==> src/rtl/serv_rf_ram_bridge.sv <==
// serv_rf_ram_bridge
// Bridges the bit-serial register file ports of a SERV-style core onto a
// 2-bit wide RAM that has separate read and write ports. Reads fetch two
// registers interleaved word by word and serialize them LSB first. Writes
// collect two serial streams into 2-bit words and emit one strobe per word.
//
// Optional build feature:
//   SERV_RF_X0_ZERO_EN  when defined, register 0 reads back as zero and is
//                       never written. When undefined, register 0 is an
//                       ordinary address.
module serv_rf_ram_bridge #(
    parameter int WITH_CSR = 1
) (
    input  logic                  clk,
    input  logic                  i_rst_n,
    input  logic                  i_rreq,
    input  logic                  i_wreq,
    output logic                  o_ready,
    input  logic [4+WITH_CSR:0]   i_rreg0,
    input  logic [4+WITH_CSR:0]   i_rreg1,
    output logic                  o_rdata0,
    output logic                  o_rdata1,
    input  logic [4+WITH_CSR:0]   i_wreg0,
    input  logic [4+WITH_CSR:0]   i_wreg1,
    input  logic                  i_wen0,
    input  logic                  i_wen1,
    input  logic                  i_wdata0,
    input  logic                  i_wdata1,
    output logic [8+WITH_CSR:0]   o_raddr,
    output logic [8+WITH_CSR:0]   o_waddr,
    output logic [1:0]            o_wdata,
    output logic                  o_wen,
    input  logic [1:0]            i_rdata
);

    localparam int RW = 5 + WITH_CSR;
    localparam int AW = 9 + WITH_CSR;

    // ------------------------------------------------------------------
    // Read side state
    // ------------------------------------------------------------------
    logic          ractive_q, ractive_d;   // address counter running
    logic [4:0]    rcnt_q, rcnt_d;         // address phase 0..31
    logic          racc_q, racc_d;         // read accepted last cycle
    logic          rvld1_q, rvld1_d;       // RAM data valid this cycle
    logic [4:0]    rcnt1_q, rcnt1_d;       // phase that produced i_rdata
    logic          rzero1_q, rzero1_d;     // i_rdata belongs to register 0
    logic          rd0_q, rd0_d;           // serial output for port 0
    logic          rd0_hi_q, rd0_hi_d;     // upper bit of port 0 word
    logic          rd1_hi_q, rd1_hi_d;     // upper bit of port 1 word
    logic          rd1_hi_vld_q, rd1_hi_vld_d;

    logic          rstart_s;
    logic [RW-1:0] rsel_reg_s;
    logic          rzero_s;
    logic [1:0]    rword_s;

    // ------------------------------------------------------------------
    // Write side state
    // ------------------------------------------------------------------
    logic          wgo_q, wgo_d;           // write accepted last cycle
    logic          wactive_q, wactive_d;   // serial bits arriving
    logic [4:0]    wcnt_q, wcnt_d;         // bit index 0..31
    logic          wlo0_q, wlo0_d;         // even bit of port 0 word
    logic          wlo1_q, wlo1_d;         // even bit of port 1 word
    logic          wen_q, wen_d;
    logic [AW-1:0] waddr_q, waddr_d;
    logic [1:0]    wdata_q, wdata_d;
    logic          p1_pend_q, p1_pend_d;   // port 1 word waiting one cycle
    logic          p1_wen_q, p1_wen_d;
    logic [AW-1:0] p1_addr_q, p1_addr_d;
    logic [1:0]    p1_data_q, p1_data_d;

    logic          wbusy_s;
    logic          wstart_s;
    logic          wok0_s;
    logic          wok1_s;

    logic          ready_q, ready_d;

    // ------------------------------------------------------------------
    // Register 0 handling
    // ------------------------------------------------------------------
`ifdef SERV_RF_X0_ZERO_EN
    assign rzero_s = (rsel_reg_s == {RW{1'b0}});
    assign wok0_s  = (i_wreg0 != {RW{1'b0}});
    assign wok1_s  = (i_wreg1 != {RW{1'b0}});
`else
    assign rzero_s = 1'b0;
    assign wok0_s  = 1'b1;
    assign wok1_s  = 1'b1;
`endif

    // Even phases address rs1, odd phases rs2; word index is the upper phase bits.
    assign rsel_reg_s = rcnt_q[0] ? i_rreg1 : i_rreg0;
    assign o_raddr    = {rsel_reg_s, rcnt_q[4:1]};

    // Returned word, forced to zero when it came from a protected register.
    assign rword_s = rzero1_q ? 2'b00 : i_rdata;

    // Read address counter: starts on an accepted request, parks after phase 31.
    always_comb begin
        rstart_s  = i_rreq & ~ractive_q;
        ractive_d = ractive_q;
        rcnt_d    = rcnt_q;
        racc_d    = rstart_s;
        if (rstart_s) begin
            ractive_d = 1'b1;
            rcnt_d    = 5'd0;
        end else if (ractive_q) begin
            if (rcnt_q == 5'd31) begin
                ractive_d = 1'b0;
                rcnt_d    = rcnt_q;
            end else begin
                ractive_d = 1'b1;
                rcnt_d    = rcnt_q + 5'd1;
            end
        end else begin
            ractive_d = 1'b0;
            rcnt_d    = rcnt_q;
        end
    end

    // Read data serializer: port 0 is fully registered; port 1 forwards the
    // low bit of its word in the cycle it arrives and replays the high bit next.
    always_comb begin
        rvld1_d      = ractive_q;
        rcnt1_d      = rcnt_q;
        rzero1_d     = rzero_s;
        rd0_d        = 1'b0;
        rd0_hi_d     = rd0_hi_q;
        rd1_hi_d     = rd1_hi_q;
        rd1_hi_vld_d = 1'b0;
        if (rvld1_q) begin
            if (!rcnt1_q[0]) begin
                rd0_d    = rword_s[0];
                rd0_hi_d = rword_s[1];
            end else begin
                rd0_d        = rd0_hi_q;
                rd1_hi_d     = rword_s[1];
                rd1_hi_vld_d = 1'b1;
            end
        end else begin
            rd0_d        = 1'b0;
            rd1_hi_vld_d = 1'b0;
        end
    end

    assign o_rdata0 = rd0_q;
    assign o_rdata1 = (rvld1_q & rcnt1_q[0]) ? rword_s[0] : (rd1_hi_vld_q & rd1_hi_q);

    // Read side registers.
    always_ff @(posedge clk or negedge i_rst_n) begin
        if (!i_rst_n) begin
            ractive_q    <= 1'b0;
            rcnt_q       <= 5'd0;
            racc_q       <= 1'b0;
            rvld1_q      <= 1'b0;
            rcnt1_q      <= 5'd0;
            rzero1_q     <= 1'b0;
            rd0_q        <= 1'b0;
            rd0_hi_q     <= 1'b0;
            rd1_hi_q     <= 1'b0;
            rd1_hi_vld_q <= 1'b0;
        end else begin
            ractive_q    <= ractive_d;
            rcnt_q       <= rcnt_d;
            racc_q       <= racc_d;
            rvld1_q      <= rvld1_d;
            rcnt1_q      <= rcnt1_d;
            rzero1_q     <= rzero1_d;
            rd0_q        <= rd0_d;
            rd0_hi_q     <= rd0_hi_d;
            rd1_hi_q     <= rd1_hi_d;
            rd1_hi_vld_q <= rd1_hi_vld_d;
        end
    end

    // Write bit counter: one idle cycle after the request, then 32 bit slots.
    always_comb begin
        wbusy_s   = wgo_q | wactive_q;
        wstart_s  = i_wreq & ~wbusy_s;
        wgo_d     = wstart_s;
        wactive_d = wactive_q;
        wcnt_d    = wcnt_q;
        if (wgo_q) begin
            wactive_d = 1'b1;
            wcnt_d    = 5'd0;
        end else if (wactive_q) begin
            if (wcnt_q == 5'd31) begin
                wactive_d = 1'b0;
                wcnt_d    = wcnt_q;
            end else begin
                wactive_d = 1'b1;
                wcnt_d    = wcnt_q + 5'd1;
            end
        end else begin
            wactive_d = 1'b0;
            wcnt_d    = wcnt_q;
        end
    end

    // Write word assembly: port 0 word goes out right after its odd bit,
    // port 1 word is parked one cycle so the two never share a strobe.
    always_comb begin
        wlo0_d    = wlo0_q;
        wlo1_d    = wlo1_q;
        wen_d     = 1'b0;
        waddr_d   = waddr_q;
        wdata_d   = wdata_q;
        p1_pend_d = 1'b0;
        p1_wen_d  = p1_wen_q;
        p1_addr_d = p1_addr_q;
        p1_data_d = p1_data_q;
        if (wactive_q && !wcnt_q[0]) begin
            wlo0_d = i_wdata0;
            wlo1_d = i_wdata1;
        end else if (wactive_q && wcnt_q[0]) begin
            wen_d     = i_wen0 & wok0_s;
            waddr_d   = {i_wreg0, wcnt_q[4:1]};
            wdata_d   = {i_wdata0, wlo0_q};
            p1_pend_d = 1'b1;
            p1_wen_d  = i_wen1 & wok1_s;
            p1_addr_d = {i_wreg1, wcnt_q[4:1]};
            p1_data_d = {i_wdata1, wlo1_q};
        end else begin
            wlo0_d = wlo0_q;
            wlo1_d = wlo1_q;
        end
        if (p1_pend_q) begin
            wen_d   = p1_wen_q;
            waddr_d = p1_addr_q;
            wdata_d = p1_data_q;
        end else begin
            p1_wen_d = p1_wen_d;
        end
    end

    assign o_wen   = wen_q;
    assign o_waddr = waddr_q;
    assign o_wdata = wdata_q;

    // Write side registers.
    always_ff @(posedge clk or negedge i_rst_n) begin
        if (!i_rst_n) begin
            wgo_q     <= 1'b0;
            wactive_q <= 1'b0;
            wcnt_q    <= 5'd0;
            wlo0_q    <= 1'b0;
            wlo1_q    <= 1'b0;
            wen_q     <= 1'b0;
            waddr_q   <= {AW{1'b0}};
            wdata_q   <= 2'b00;
            p1_pend_q <= 1'b0;
            p1_wen_q  <= 1'b0;
            p1_addr_q <= {AW{1'b0}};
            p1_data_q <= 2'b00;
        end else begin
            wgo_q     <= wgo_d;
            wactive_q <= wactive_d;
            wcnt_q    <= wcnt_d;
            wlo0_q    <= wlo0_d;
            wlo1_q    <= wlo1_d;
            wen_q     <= wen_d;
            waddr_q   <= waddr_d;
            wdata_q   <= wdata_d;
            p1_pend_q <= p1_pend_d;
            p1_wen_q  <= p1_wen_d;
            p1_addr_q <= p1_addr_d;
            p1_data_q <= p1_data_d;
        end
    end

    // Acknowledge: writes one cycle after request, reads two cycles after.
    always_comb begin
        ready_d = wstart_s | racc_q;
    end

    assign o_ready = ready_q;

    // Acknowledge register.
    always_ff @(posedge clk or negedge i_rst_n) begin
        if (!i_rst_n) begin
            ready_q <= 1'b0;
        end else begin
            ready_q <= ready_d;
        end
    end

endmodule

==> config.mk <==
export PLATFORM = sky130hd
export DESIGN_NAME = serv_rf_ram_bridge
export DESIGN_NICKNAME = d
export VERILOG_FILES = /design/src/rtl/serv_rf_ram_bridge.sv
export SDC_FILE = /design/constraint.sdc
export NUM_CORES = 1
export LEC_CHECK = 0
export BUFFER_PORTS_ARGS = -buffer_cell sky130_fd_sc_hd__buf_2
export CORE_MARGIN = 1.5
export CORE_UTILIZATION = 54
export CTS_BUF_LIST = sky130_fd_sc_hd__clkbuf_4
export CTS_CLUSTER_DIAMETER = 100
export DETAILED_ROUTE_END_ITERATION = 8
export PLACE_DENSITY = 0.86
export SETUP_SLACK_MARGIN = 0.2
export SYNTH_ARGS = -nofsm -noshare
export SYNTH_HDL_FRONTEND = slang
export SYNTH_SLANG_ARGS = --single-unit
export TNS_END_PERCENT = 50
==> constraint.sdc <==
create_clock -name clk -period 1.9 [get_ports clk]
set_input_delay 0.38 -clock clk [delete_from_list [all_inputs] [get_ports clk]]
set_output_delay 0.38 -clock clk [all_outputs]
set_load 0.03 [all_outputs]
-- After elaboration in Yosys (flattened, before gate mapping)
Cells that the tools add are included.
- add/sub/neg operators: 2
- eq/ne operators: 5
- mux-type cells: 29
- bitwise logic cells: 10
- reduce and logical (&&, ||, !) cells: 12
- operator list (kind ; number):
    2-to-1 mux 10 bit ; 3
    2-to-1 mux 5 bit ; 6
    2-to-1 mux 1 bit ; 16
    AND reduction 2 bit ; 6
    adder 5 x 1 -> 5 bit (second input constant) ; 2
    == test 5 bit (second input constant) ; 2
    2-to-1 mux 2 bit ; 3
    2-to-1 mux 6 bit ; 1
    != test 2 bit (second input constant) ; 3
    nonzero test 2 bit ; 3
    bitwise AND 1 bit ; 4
    inverter 1 bit ; 4
    logical AND 1 bit ; 2
    bitwise OR 1 bit ; 2
    zero test 1 bit ; 1
- register bits: 50
- bits of input ports: 34
- output and inout port bits: 26
- logic and storage cells: 80

-- Logic depth before layout (Yosys ltp)
Gate-level depths: netlist of the first run.
- depth in word-level cells: 4
- gate-level depth with buffers: 7
- mapped depth without buffers: 6

-- Least setup slack after synthesis of the first run
OpenSTA, ideal clock, no wires.
- path kind: flip-flop to flip-flop
- start point: register wcnt_q[0]
- end point: register wcnt_q[3]
- library setup time: 0.078 ns
- arrival time: 1.660 ns
- data required time: 1.822 ns
- path slack: 0.162 ns
- stages on the path, launching flop included: 8
- path buffers: 1
- clock period less this slack: 1.738 ns
- path through: dfrtp_1 -> ha_1 -> and3_1 -> ha_1 -> nand2b_1 -> buf_2 -> or3_1 -> a21oi_1
- longest elaborated chain between the ends: 4
- elaborated cells between the ends (all ways): 7
- classes of those cells: add/sub: 1; eq/ne: 2; mux: 3; reduce/logical: 1
- RTL lines (what ; line ; source):
    start, declared ; 63 ; logic [4:0] wcnt_q, wcnt_d;
    start signal, assigned ; 261 ; wcnt_q <= wcnt_d;
    adder 5 x 1 -> 5 bit ; 195 ; wcnt_d = wcnt_q + 5'd1;
    2-to-1 mux 5 bit ; 190 ; if (wcnt_q == 5'd31) begin
    2-to-1 mux 5 bit ; 189 ; end else if (wactive_q) begin
    2-to-1 mux 5 bit ; 186 ; if (wgo_q) begin
Several ways; a longest one is shown, not always the timed one. The select of a mux whose other input is x is not followed.
A chain may end at the register's enable or synchronous reset.

-- Worst setup path in the final report of the first run
- start point: register rcnt_q[0], in the netlist rcnt1_d[0]
- end point: output o_raddr[5]
- longest elaborated chain between the ends: 1
- RTL lines (what ; line ; source):
    start, declared ; 43 ; logic [4:0] rcnt_q, rcnt_d;
    start signal, assigned ; 167 ; rcnt_q <= rcnt_d;
    2-to-1 mux 6 bit ; 95 ; assign rsel_reg_s = rcnt_q[0] ? i_rreg1 : i_rreg0;
    end, declared ; 29 ; output logic [8+WITH_CSR:0] o_raddr,
Every way passes these cells.

==> results of run 1 <==
[worst paths after layout]
check                      cells after the start                  endpoint              startpoint  slack [ns]
setup reg to reg                               6     wcnt_q[3]$_DFFE_PN0P_   wcnt_q[0]$_DFFE_PN0P_        0.21
setup / recovery                               3                o_raddr[5]  rcnt1_d[0]$_DFFE_PN0P_        0.13
hold reg to reg                                1         o_ready$_DFF_PN0_        racc_q$_DFF_PN0_        0.46
min in group asynchronous                      3    o_waddr[7]$_DFFE_PN0P_                 i_rst_n        0.51
max in group asynchronous                      3     wcnt_q[0]$_DFFE_PN0P_                 i_rst_n        1.17
hold / removal                                 2  p1_addr_q[6]$_DFFE_PN0P_              i_wreg1[2]        0.21
[layout by cell type, fill, tap and decap left out, drive strengths merged]
master | netlist | final
a21o | 1 | 1
a21oi | 1 | 1
a22o | 5 | 5
and3 | 2 | 2
buf | 8 | 66
bufinv | 0 | 1
clkbuf | 3 | 6
clkinvlp | 0 | 1
dfrtp | 50 | 50
dlygate4sd3 | 0 | 1
ha | 4 | 4
inv | 3 | 3
mux2 | 25 | 25
mux2i | 15 | 15
nand2 | 17 | 17
nand2b | 4 | 4
nand3 | 3 | 3
nand3b | 1 | 1
nand4b | 1 | 1
nor2 | 5 | 5
nor2b | 3 | 3
nor3b | 1 | 1
o21ai | 14 | 14
or2 | 1 | 1
or3 | 1 | 1
xnor2 | 3 | 3
xor2 | 2 | 2
[report_power, final]
part           total [mW]  internal [mW]  switching [mW]
clock network       0.613          0.292           0.321
logic                2.26           1.06            1.20
registers            1.95           1.56           0.391
total                4.83           2.92            1.92
[registers in the layout, indices dropped and copies added, names as in the netlist, 2 cells and up]
name,count
o_wdata,2
p1_data_q,2
p1_addr_q,10
o_waddr,10
rcnt1_d,5
wcnt_q,5
[through the flow]
stage | cells | worst slack (ns) | total power, mW | cell area (um^2) | hold slack [ns]
final | 285 | 0.1346 | 4.831 | 2699 | 0.2132
after floorplan | 173 | 0.2110 | 3.612 | 2178 | 0.08441
after detailed placement | 273 | 0.1675 | 4.104 | 2507 | 0.3864
after global placement | 273 | 0.2443 | 4.008 | 2507 | 0.3864
after CTS | 283 | 0.1296 | 4.802 | 2653 | 0.2096
after global routing | 285 | 0.07819 | 5.210 | 2699 | 0.2013
[area by class of cell]
| class | count | share of cell area (%) |
|---|---|---|
| Clock inverter | 2 | 1.391 |
| Sequential cell | 50 | 46.36 |
| Timing Repair Buffer | 67 | 15.25 |
| Inverter | 3 | 0.4172 |
| Tap cell | 48 | 2.225 |
| Clock buffer | 6 | 1.669 |
| Multi-Input combinational cell | 109 | 32.68 |
[metal layers]
metal  global-route usage (%)  wire length [um]
met1                    23.39              1613
met2                    33.50              1860
met3                    6.644               275
met4                    6.122                58
met5                        0                 0
[repair_timing]
action | CTS | global route
hold buffers | 1 | 0
endpoints found under the setup margin | 9 | 13
buffers inserted | 1 | 2
endpoints found under the hold margin | 50 | 0
gates resized for setup | 14 | 7
[cells by family after synthesis]
kind of cell	count (synthesis)
flip-flops	50
multiplexers	40
AND/OR/NAND/NOR	39
AO/OA/AOI/OAI	21
buffers and inverters	14
XOR/XNOR	5
adder cells (fa/ha/maj)	4
==> impl_metrics.yaml, run 1 <==
synth:
  async_flop_share_pct: 100.0
  synth_compound_area_share_pct: 5.815
  synth_area_per_cell_um2: 12.56
  synth_area_leaders: "dfrtp_1 (58%), mux2_2 (11%), mux2i_1 (6.9%)"
  synth_top_family_by_area: "multiplexers"
  yosys.area_share.simple_pct: 8.866
  synthCells: 173
  synthXorXnorAreaFrac_pct: 2.015
  synth-edff-count: 0
  yosysMostFrequentCell: "dfrtp_1"
  yosys_most_used_dff: "dfrtp_1"
  yosysTopAreaCellShare_pct: 57.57
  synth.net_count: 211
  yosysWarningCount: 0
  ys_seq_area_share_pct: 57.57
  synthAdderAreaFrac_pct: 2.303
  synthMuxAreaShare_pct: 19.86
  yosysTopAreaCell: "dfrtp_1"
  ys_types: 29
  synth_area_um2: 2173
  synth_seq_cells: 50
  netlist_top_cells_count: "dfrtp_1 (50), mux2_2 (22), nand2_1 (16)"
critical_path:
  worstSetupEndpointType: "primary output"
  worst-path-buf-inv: 2
  crit_family: "flip-flops"
  crit_slowest_cell: "dfrtp_1"
  path_max_fanout: 7
  cpMostUsedCell: "buf_6"
  crit_required_ns: 1.52
  worstSetupPathType: "register to primary output"
  worstSetupStartpointType: "register"
  arrival_ns: 1.39
  cp_slowest_stage_delay_ns: 0.42
  crit_chain: "buf_6, mux2_4, buf_6"
floorplan:
  std_cell_rows: 22
  coreArea_um2: 3771
  dieArea_um2: 4414
  io_pins: 60
  die-height_um: 66.44
  start_util_pct: 57.63
  die_x_um: 66.44
sta:
  min_period_ns: 1.765
  grt_setup_unrepaired: "true"
  tightestPinTransition_ns: 0.6734
  hold_viol_final: 0
  fin_skew_ns: 0.02115
  slew_violations: 0
  period_share_pct: 92.92
  fmax_mhz: 566.4
  setup_tns_ns: 0
  finalSetupViolations: 0
  relSlewSlack_pct: 55.11
worst_hold_path:
  min_path_type: "primary input to register"
global_route:
  grt_max_degree: 51
  grt.total_usage_pct: 19.66
  antenna_found_initial: 0
  grt_overflow_total: 0
  grt_pass1_vias: 1422
  grt_first_pass_wirelength_mm: 6.361
routing:
  num_vias: 1505
  drc_errors: 0
  ant_nets: 0
  wire_per_inst_um: 13.36
  drtIter0Drc: 136
  drt_pass1_iterations: 4
  drt-total-wl_mm: 3.808
  avgViaCountPerCell: 5.281
place:
  hpwl_mm: 2.674
  gp_congestion: 0.7400
  numPortBuffers: 59
clocking:
  htree_levels: 2
  path_clk_slew_ns: 0.14
  cts.path.max_buffers: 2
  cts_tree: "done"
  cts_root_buffer: "clkbuf_4"
  clk_latency_ns: 0.37
  clock_sinks: 50
  cts-buffers-inserted: 5
layout:
  area_growth_pct: 24.18
  nFillCells: 273
  fin_nets: 274
  regArea_um2: 1251
  antenna_cells: 0
  multiInputGateArea_um2: 882.1
  layout-drive-gt1-share_pct: 42.62
  final_core_util_pct: 71.57
power:
  vdd_drop_max_mv: 0.8885
  leakage_nw: 1.356
  power_density_nw_per_um2: 1790
run:
  max_cap_viol_count: 0
status:
  status: "complete, no violations"
Power figures use the tool's default switching activity.
==> inputs of run 2 (changes only) <==
--- a/config.mk
+++ b/config.mk
@@ -6,11 +6,12 @@
 export NUM_CORES = 1
 export LEC_CHECK = 0
 export BUFFER_PORTS_ARGS = -buffer_cell sky130_fd_sc_hd__buf_2
-export CORE_MARGIN = 1.5
+export CORE_MARGIN = 5
 export CORE_UTILIZATION = 54
 export CTS_BUF_LIST = sky130_fd_sc_hd__clkbuf_4
 export CTS_CLUSTER_DIAMETER = 100
 export DETAILED_ROUTE_END_ITERATION = 8
+export GPL_ROUTABILITY_DRIVEN = 0
 export PLACE_DENSITY = 0.86
 export SETUP_SLACK_MARGIN = 0.2
 export SYNTH_ARGS = -nofsm -noshare
==> run 2 against run 1 <==
- global-route usage shrank 3.0 points
- core utilization shrank 4.1 points
- via count shrank 1.5%
- setup slack gained 0.012 ns
- register-to-register slack gained 0.03 ns
- clock skew shrank 0.016 ns
- clock power shrank 24%
- final cell count grew 0.35%
- hold slack gained 0.020 ns
- sequential power is essentially flat
- sequential share of layout area grew 0.70 points
- cell area shrank 1.5%
- critical endpoint is now o_raddr[7]
- largest power group unchanged
==> impl_metrics.yaml, run 2 (synthesis gave the netlist of run 1 again) <==
critical_path:
  path_max_fanout: 8
  rrSetupSlack_ns: 0.24
  worstSetupEndpointType: "primary output"
  worstSetupStartpointType: "register"
  crit_required_ns: 1.52
  worstSetupPathType: "register to primary output"
  arrival_ns: 1.37
sta:
  slew_violations: 0
  fin_skew_ns: 0.005024
  hold_viol_final: 0
  grt_setup_unrepaired: "true"
  min_period_ns: 1.753
  fmax_mhz: 570.4
  finalSetupViolations: 0
  tightestPinTransition_ns: 0.6674
  relSlewSlack_pct: 55.51
  period_share_pct: 92.27
  setup_tns_ns: 0
floorplan:
  std_cell_rows: 23
  die_x_um: 73.44
  die-height_um: 73.44
  coreArea_um2: 3943
  start_util_pct: 55.13
  dieArea_um2: 5393
  io_pins: 60
clocking:
  cts_tree: "done"
  cts_root_buffer: "clkbuf_4"
  htree_levels: 2
  cts.path.max_buffers: 2
  clk_latency_ns: 0.36
  clock_sinks: 50
  cts-buffers-inserted: 5
  path_clk_slew_ns: 0.12
place:
  hpwl_mm: 2.935
  numPortBuffers: 59
  placedCellCount: 276
global_route:
  grt_overflow_total: 0
  globalRoute.busiestLayer: "met2"
  grt_util_met1_pct: 18.69
  grt_max_degree: 27
  grt_pass1_vias: 1547
  use_met3_pct: 6.566
  grt_first_pass_wirelength_mm: 6.775
  antenna_found_initial: 0
  grtUsageMet2_pct: 29.04
  grt.total_usage_pct: 16.64
layout:
  layout_commonest_cell: "buf_2"
  area_growth_pct: 22.34
  nFillCells: 294
  fin_nets: 274
  layout-drive-gt1-share_pct: 42.37
  antenna_cells: 0
  final_cell_count_no_fill: 286
  final_core_util_pct: 67.44
  mostFrequentLayoutCells: "buf_2 (53), dfrtp_1 (50), nand2_1 (16), mux2_2 (16), mux2i_1 (15)"
worst_hold_path:
  min_path_type: "primary input to register"
power:
  p_seq_share_pct: 41.7
  clkPwrFrac_pct: 9.9
  combPwrFrac_pct: 48.4
  intPower_mw: 2.777
  power_density_nw_per_um2: 1753
  total_power_mw: 4.661
  p_sw_share_pct: 40.42
  leakage_nw: 1.342
  p_sw_mw: 1.884
  vdd_drop_max_mv: 0.9657
status:
  status: "complete, no violations"
run:
  max_cap_viol_count: 0
routing:
  drt_pass1_iterations: 4
  drc_errors: 0
  avgViaCountPerCell: 5.182
  ant_nets: 0
  drtIter0Drc: 89
  drt-total-wl_mm: 3.995
  num_vias: 1482
  wire_per_inst_um: 13.97
-- run 2: cell types whose count changed in the layout (fill, tap and decap cells not counted), sizes merged --
cell | before | now
bufinv | 1 | 0
clkbuf | 6 | 7
clkinvlp | 1 | 0
-- run 2: worst max-delay path: stages (launching register included) --
cell     delay, ns
dfrtp_1       0.42
buf_6         0.15
mux2_4        0.30
buf_6         0.14
-- run 2: cell type report --
cell class | instances | area (um^2) | area share, %
multi-input combinational | 109 | 882.1 | 33.18
tap | 50 | 62.56 | 2.353
clock buffer | 7 | 52.55 | 1.976
sequential | 50 | 1251 | 47.06
inverter | 3 | 11.26 | 0.4235
timing repair buffer | 67 | 399.1 | 15.01
-- run 2: path summary, 6_finish.rpt --
kind | endpoint | cells after the start | startpoint
min in group asynchronous | o_waddr[2]$_DFFE_PN0P_ | 2 | i_rst_n
setup reg to reg | wcnt_q[3]$_DFFE_PN0P_ | 6 | wcnt_q[0]$_DFFE_PN0P_
hold / removal | p1_addr_q[6]$_DFFE_PN0P_ | 2 | i_wreg1[2]
hold reg to reg | o_ready$_DFF_PN0_ | 1 | racc_q$_DFF_PN0_
setup / recovery | o_raddr[7] | 3 | rcnt1_d[0]$_DFFE_PN0P_
max in group asynchronous | o_waddr[7]$_DFFE_PN0P_ | 3 | i_rst_n
-- run 2: power by group through the flow --
stage               logic [mW]  registers [mW]  clock network (mW)
floorplan                 1.46            2.15                   0
global placement          2.06            1.95                   0
detailed placement        2.13            1.98                   0
CTS                       2.25            1.95               0.480
global route              2.47            2.03               0.533
finish                    2.26            1.94               0.463
-- run 2: stage by stage --
stage	cell area, um^2	setup slack (ns)	hold WS, ns
after floorplan	2178	0.2110	0.08441
after global placement	2505	0.2420	0.3195
after detailed placement	2505	0.1774	0.3204
after CTS	2639	0.1385	0.2202
after global routing	2659	0.09259	0.2055
final	2659	0.1469	0.2333
-- run 2: metal layers --
metal	wire length (um)	vias to the layer above
met1	1615	708
met3	369	6
li1	-	719
met4	43	0
met2	1966	49
met5	0	-
-- run 2: repair_timing --
item | CTS | global route
resized for setup | 19 | 2
cloned | 0 | 0
setup endpoints to repair | 8 | 14
setup buffers | 1 | 1
hold endpoints to repair | 16 | 0
hold buffers | 1 | 0
